--- src/rtl/core_fetch_unit.sv ---
// Instruction fetch and PC sequencing for the RV32I front end.
// It runs one outstanding word fetch at a time and has a one-entry skid register behind the decode buffer.
module core_fetch_unit #(
  parameter int unsigned           DATA_WIDTH = 32,
  parameter logic [DATA_WIDTH-1:0] RESET_PC   = '0
) (
  input  logic                  clk_i,
  input  logic                  rstn_i,
  input  logic                  redirect_i,
  input  logic [DATA_WIDTH-1:0] brj_pc_i,
  input  logic                  stall_i,
  output logic                  imem_req_o,
  output logic [DATA_WIDTH-1:0] imem_addr_o,
  input  logic                  imem_gnt_i,
  input  logic                  imem_rvalid_i,
  input  logic [DATA_WIDTH-1:0] imem_rdata_i,
  output logic                  instr_valid_o,
  output logic [DATA_WIDTH-1:0] instr_o,
  output logic [DATA_WIDTH-1:0] instr_pc_o,
  output logic                  flush_o
);

  localparam int unsigned PC_STEP = 4;

  typedef enum logic [1:0] {
    S_IDLE,
    S_REQ,
    S_WAIT,
    S_HOLD
  } state_e;

  state_e                state_q, state_d;
  logic [DATA_WIDTH-1:0] pc_q, pc_d;
  logic [DATA_WIDTH-1:0] fetch_pc_q, fetch_pc_d;
  logic [DATA_WIDTH-1:0] addr_q, addr_d;
  logic [DATA_WIDTH-1:0] skid_data_q, skid_data_d;
  logic [DATA_WIDTH-1:0] skid_pc_q, skid_pc_d;
  logic [DATA_WIDTH-1:0] instr_q, instr_d;
  logic [DATA_WIDTH-1:0] instr_pc_q, instr_pc_d;
  logic                  discard_q, discard_d;
  logic                  req_q, req_d;
  logic                  valid_q, valid_d;

  logic                  consume;
  logic [DATA_WIDTH-1:0] target;
  logic [DATA_WIDTH-1:0] fetch_next;
  logic [DATA_WIDTH-1:0] skid_next;

  assign consume    = valid_q & ~stall_i;
  assign target     = brj_pc_i & ~(DATA_WIDTH'(PC_STEP - 1));
  assign fetch_next = fetch_pc_q + DATA_WIDTH'(PC_STEP);
  assign skid_next  = skid_pc_q + DATA_WIDTH'(PC_STEP);

  // Next-state logic; a redirect at the end overrides the normal sequencing.
  always_comb begin
    state_d     = state_q;
    pc_d        = pc_q;
    fetch_pc_d  = fetch_pc_q;
    addr_d      = addr_q;
    skid_data_d = skid_data_q;
    skid_pc_d   = skid_pc_q;
    instr_d     = instr_q;
    instr_pc_d  = instr_pc_q;
    discard_d   = discard_q;
    req_d       = req_q;
    valid_d     = valid_q;

    if (consume) begin
      valid_d = 1'b0;
    end

    case (state_q)
      S_IDLE: begin
        state_d = S_REQ;
        req_d   = 1'b1;
        addr_d  = pc_q;
      end
      S_REQ: begin
        if (imem_gnt_i) begin
          fetch_pc_d = addr_q;
          req_d      = 1'b0;
          state_d    = S_WAIT;
        end
      end
      S_WAIT: begin
        if (imem_rvalid_i) begin
          if (discard_q) begin
            discard_d = 1'b0;
            req_d     = 1'b1;
            addr_d    = pc_q;
            state_d   = S_REQ;
          end else if (!valid_q || consume) begin
            valid_d    = 1'b1;
            instr_d    = imem_rdata_i;
            instr_pc_d = fetch_pc_q;
            pc_d       = fetch_next;
            addr_d     = fetch_next;
            req_d      = 1'b1;
            state_d    = S_REQ;
          end else begin
            skid_data_d = imem_rdata_i;
            skid_pc_d   = fetch_pc_q;
            state_d     = S_HOLD;
          end
        end
      end
      S_HOLD: begin
        if (consume) begin
          valid_d    = 1'b1;
          instr_d    = skid_data_q;
          instr_pc_d = skid_pc_q;
          pc_d       = skid_next;
          addr_d     = skid_next;
          req_d      = 1'b1;
          state_d    = S_REQ;
        end
      end
      default: begin
        state_d = S_IDLE;
        req_d   = 1'b0;
      end
    endcase

    if (redirect_i) begin
      pc_d    = target;
      valid_d = 1'b0;
      case (state_q)
        S_IDLE: begin
          addr_d = target;
        end
        // A pending request keeps its address; its response is dropped later.
        S_REQ: begin
          discard_d = 1'b1;
        end
        S_WAIT: begin
          if (imem_rvalid_i) begin
            discard_d = 1'b0;
            req_d     = 1'b1;
            addr_d    = target;
            state_d   = S_REQ;
          end else begin
            discard_d = 1'b1;
          end
        end
        S_HOLD: begin
          req_d   = 1'b1;
          addr_d  = target;
          state_d = S_REQ;
        end
        default: begin
          state_d = S_IDLE;
        end
      endcase
    end
  end

  always_ff @(posedge clk_i or negedge rstn_i) begin
    if (!rstn_i) begin
      state_q     <= S_IDLE;
      pc_q        <= RESET_PC;
      fetch_pc_q  <= '0;
      addr_q      <= RESET_PC;
      skid_data_q <= '0;
      skid_pc_q   <= '0;
      instr_q     <= '0;
      instr_pc_q  <= '0;
      discard_q   <= 1'b0;
      req_q       <= 1'b0;
      valid_q     <= 1'b0;
    end else begin
      state_q     <= state_d;
      pc_q        <= pc_d;
      fetch_pc_q  <= fetch_pc_d;
      addr_q      <= addr_d;
      skid_data_q <= skid_data_d;
      skid_pc_q   <= skid_pc_d;
      instr_q     <= instr_d;
      instr_pc_q  <= instr_pc_d;
      discard_q   <= discard_d;
      req_q       <= req_d;
      valid_q     <= valid_d;
    end
  end

  assign imem_req_o    = req_q;
  assign imem_addr_o   = addr_q;
  assign instr_valid_o = valid_q;
  assign instr_o       = instr_q;
  assign instr_pc_o    = instr_pc_q;
  assign flush_o       = redirect_i;

endmodule

--- config.mk ---
export PLATFORM = sky130hd
export DESIGN_NAME = core_fetch_unit
export DESIGN_NICKNAME = d
export VERILOG_FILES = /design/src/rtl/core_fetch_unit.sv
export SDC_FILE = /design/constraint.sdc
export NUM_CORES = 1
export LEC_CHECK = 0
export CAP_MARGIN = 30
export CORE_ASPECT_RATIO = 0.5
export CORE_MARGIN = 2
export CORE_UTILIZATION = 50
export CTS_BUF_LIST = sky130_fd_sc_hd__clkbuf_8
export DETAILED_ROUTE_END_ITERATION = 8
export PLACE_DENSITY = 0.86
export SKIP_CTS_REPAIR_TIMING = 1
export SYNTH_ARGS = -nofsm -noshare
export SYNTH_HDL_FRONTEND = slang
export SYNTH_SLANG_ARGS = --single-unit
export TNS_END_PERCENT = 20
--- constraint.sdc ---
create_clock -name clk_i -period 3.4 [get_ports clk_i]
set_clock_uncertainty 0.2 [all_clocks]
set_input_delay 0.68 -clock clk_i [delete_from_list [all_inputs] [get_ports clk_i]]
set_output_delay 0.68 -clock clk_i [all_outputs]
set_load 0.02 [all_outputs]
==> results.txt <==
For this run, the top clock speed supported by timing is 0.335 GHz. The run finished, with violations left. The repair_antennas step left the layout with diodes totalling 0. CTS saw 229 sinks. The cell at the root of the clock tree is sky130_fd_sc_hd__clkbuf_8. The data arrival time of the worst path came out at 3200 ps.

The die height works out to 113 um. TritonCTS created 35 clock buffers. The worst pin sits at a relative slew slack of 38.8%.

The number of max-slew violations in the final report is 0. Of all cell types, the one taking the most synthesized area is sky130_fd_sc_hd__dfrtp_1. Cells fill 64.0% of the core in the end. Number of placed I/O pins: 169.

At the worst endpoint, the required time is 3620 ps. The first global-routing pass estimated 57900 um of wire. The area added between synthesis and finish came out at 24.2%. Yosys attributes the largest share of cell area to sky130_fd_sc_hd__dfrtp_1, sky130_fd_sc_hd__mux2_2, sky130_fd_sc_hd__mux2i_1. Of all flip-flops after synthesis, the portion carrying an async set or reset was 100%. The tools report the nature of the critical path startpoint as a flip-flop. The synthesized design devotes to its leading area cell type 48.2% of total area. Adding up every negative setup slack in the final design gives 0 ps. The cell area after synthesis is 11900 um2. The final-report hold violation count came out at 29. The type of the setup path with the least slack was reg2reg.

The number of nets handed over by synthesis was 1220. Via-per-instance ratio: 6.21. The number of maximum-capacitance violations was 0; the post-DP HPWL was 25500 um. Clock-pin slew was measured on the worst setup and hold paths at 70 ps.

The detailed router finished its first iteration with 1300 violations. In this run the power density over the cells is 825 nW/um2. Routability-driven placement finished with a final weighted congestion of 0.954. The port buffer count came out at 166. Along the worst path, the maximum fanout reaches 9. The longest clock path from root to sink contains 3 buffers. After floorplanning, the core was divided into 39 placement rows. The checks that failed: hold timing. Yosys mapped a number of flops with a built-in enable equal to 0.

The clock reaches the later pin of the worst-skew pair after 540 ps. Of the cells placed in the final design, the portion with a size suffix greater than 1 is 16.9%. The die covers 25100 um2.

The tightest min-delay check is of the in2async type. DRC violation count after routing: 0. The logs give 0 for the count of final setup violators and 2 for the maximum level of the CTS H-tree. Detailed-route wire length: 37200 um. The ratio of final minimum period to clock period is 87.8%.

At the pin with the least slew margin, the transition time is 918 ps. Summed over all cells, the static leakage comes to 6.30 nW. Die extent in x: 222 um. The worst setup path is captured at a flip-flop. After synthesis, flip-flops and latches occupy 48.2% of the total area.

The tools report the Yosys warning count as 0. VDD sags by at most 598 uV. The wire length per cell after detailed routing works out to 22.5 um. The number of synthesized register bits was 229; the antenna violation net count after detailed routing was 0. Each instance of the synthesized netlist takes up on average 10.4 um2.

Entering global routing, the biggest net connects 93 pins. The number of antenna violations at the first check in global routing is 0, and the overall fraction of global-route tracks in use is 29.5%. Across all layers, the routed design uses 10300 vias.

The final period demand of the worst path is 2990 ps. After technology mapping, the gate count stands at 1143. The floorplan core area came out at 23100 um2.

TritonCTS built the clock tree. Setup repair after global routing left no endpoint under its margin. The run gives -46.8 ps as the worst-case hold slack.

Leaving out fill and tap cells, the most frequent cells in the layout are sky130_fd_sc_hd__dfrtp_1, sky130_fd_sc_hd__clkdlybuf4s50_1, sky130_fd_sc_hd__nand2_1. The most instantiated flip-flop cell in the synthesis netlist was sky130_fd_sc_hd__dfrtp_1. The number of global-route vias before repair is 10400, and the effective utilization at floorplan is 51.5%. At the end of the flow, the number of nets in the layout was 1404. The library cell used most frequently in the layout, excluding fill and tap cells, is sky130_fd_sc_hd__dfrtp_1. Total iterations of the first detailed-routing run: 6. The residual overflow from global routing came out at 0.

In this run, distinct cell masters in the synthesized netlist total 68.
## layer usage
layer	share of wire, %	global-route usage [%]
met3	11	8.91
met4	2.9	10.5
met1	41	39.2
met2	45	46.4
met5	0	0
## state kept, by name, indices dropped and copies added, names as in the netlist
signal and count:
discard_q 1, fetch_pc_q 32, imem_addr_o 32, imem_req_o 1
instr_o 32, instr_pc_o 32, instr_valid_o 1, pc_q 32
skid_data_q 32, skid_pc_q 32, state_q 2
## final timing paths
path,startpoint,slack [ps],depth (start not counted),to
setup reg to reg,fetch_pc_q[2],410,8,imem_addr_o[28]
hold reg to reg,instr_pc_o[11],280,2,instr_pc_o[11]
setup / recovery,fetch_pc_q[2],410,8,imem_addr_o[28]
min in group clk_i,instr_pc_o[11],280,2,instr_pc_o[11]
hold / removal,rstn_i,-50,1,instr_pc_o[24]
max in group asynchronous,rstn_i,2230,2,imem_addr_o[24]
## area by class of cell
type                       instances  area (um2)
clock buffer                      42         578
clock inverter                    18        86.3
fill                            1795        8310
inverter                          11        41.3
multi-input combinational        830        5820
sequential                       229        5730
tap                              307         384
timing repair buffer             220        2130
## report_power, final
| part | internal, W | switching [W] | leakage (nW) | total [W] |
|---|---|---|---|---|
| logic | 0.00241 | 0.00322 | 2.94 | 0.00562 |
| clock network | 0.00112 | 0.00112 | 0.374 | 0.00225 |
| registers | 0.00351 | 0.000808 | 2.99 | 0.00432 |
| total | 0.00704 | 0.00515 | 6.30 | 0.0122 |
## worst max-delay path, stage by stage (launching register included)
cell and delay (ps):
sky130_fd_sc_hd__dfrtp_1 520, sky130_fd_sc_hd__ha_1 300, sky130_fd_sc_hd__nand2_1 160, sky130_fd_sc_hd__nor4_4 750
sky130_fd_sc_hd__buf_4 230, sky130_fd_sc_hd__nand4_2 90, sky130_fd_sc_hd__xor2_1 290, sky130_fd_sc_hd__o221a_1 250
sky130_fd_sc_hd__a21oi_2 60
## stage by stage
stage | cells | hold WS, ps | area [um2] | setup WS, ps | power, W
after floorplan | 1143 | 184 | 11900 | 996 | 0.00743
after global placement | 1597 | 262 | 14100 | 412 | 0.00966
after detailed placement | 1597 | 271 | 14100 | 360 | 0.00985
after CTS | 1657 | -25.5 | 14800 | 479 | 0.0121
after global routing | 1657 | 1.64 | 14800 | 301 | 0.0128
final | 1657 | -46.8 | 14800 | 414 | 0.0122
## logic make-up (layout without fill, tap and decap cells)
kind of cell	count (synthesis)	in the layout	synth area share [%]
adder cells (fa/ha/maj)	7	7	0.736
XOR/XNOR	56	56	4.12
buffers and inverters	84	291	3.11
AO/OA/AOI/OAI	262	262	15.0
AND/OR/NAND/NOR	336	336	13.6
flip-flops	229	229	48.2
multiplexers	169	169	15.2
## synth_stat cells, drive strengths merged, types with 3 or more instances
cell,n
and3,9
a21o,5
nand3,33
a21oi,31
a211oi,5
nor3b,5
nand4,20
o211ai,14
and2,7
dfrtp,229
a2bb2oi,4
nor3,15
clkbuf,36
a221o,13
xnor2,33
nand2,157
buf,37
nand2b,7
a221oi,15
inv,10
or2,3
a222oi,11
mux2,97
a22oi,20
xor2,23
o221a,3
nor2,64
a22o,8
o22ai,3
mux2i,72
o221ai,14
nor2b,4
nor4,4
and4,5
ha,7
o21ai,102
Power figures use the tool's default switching activity.
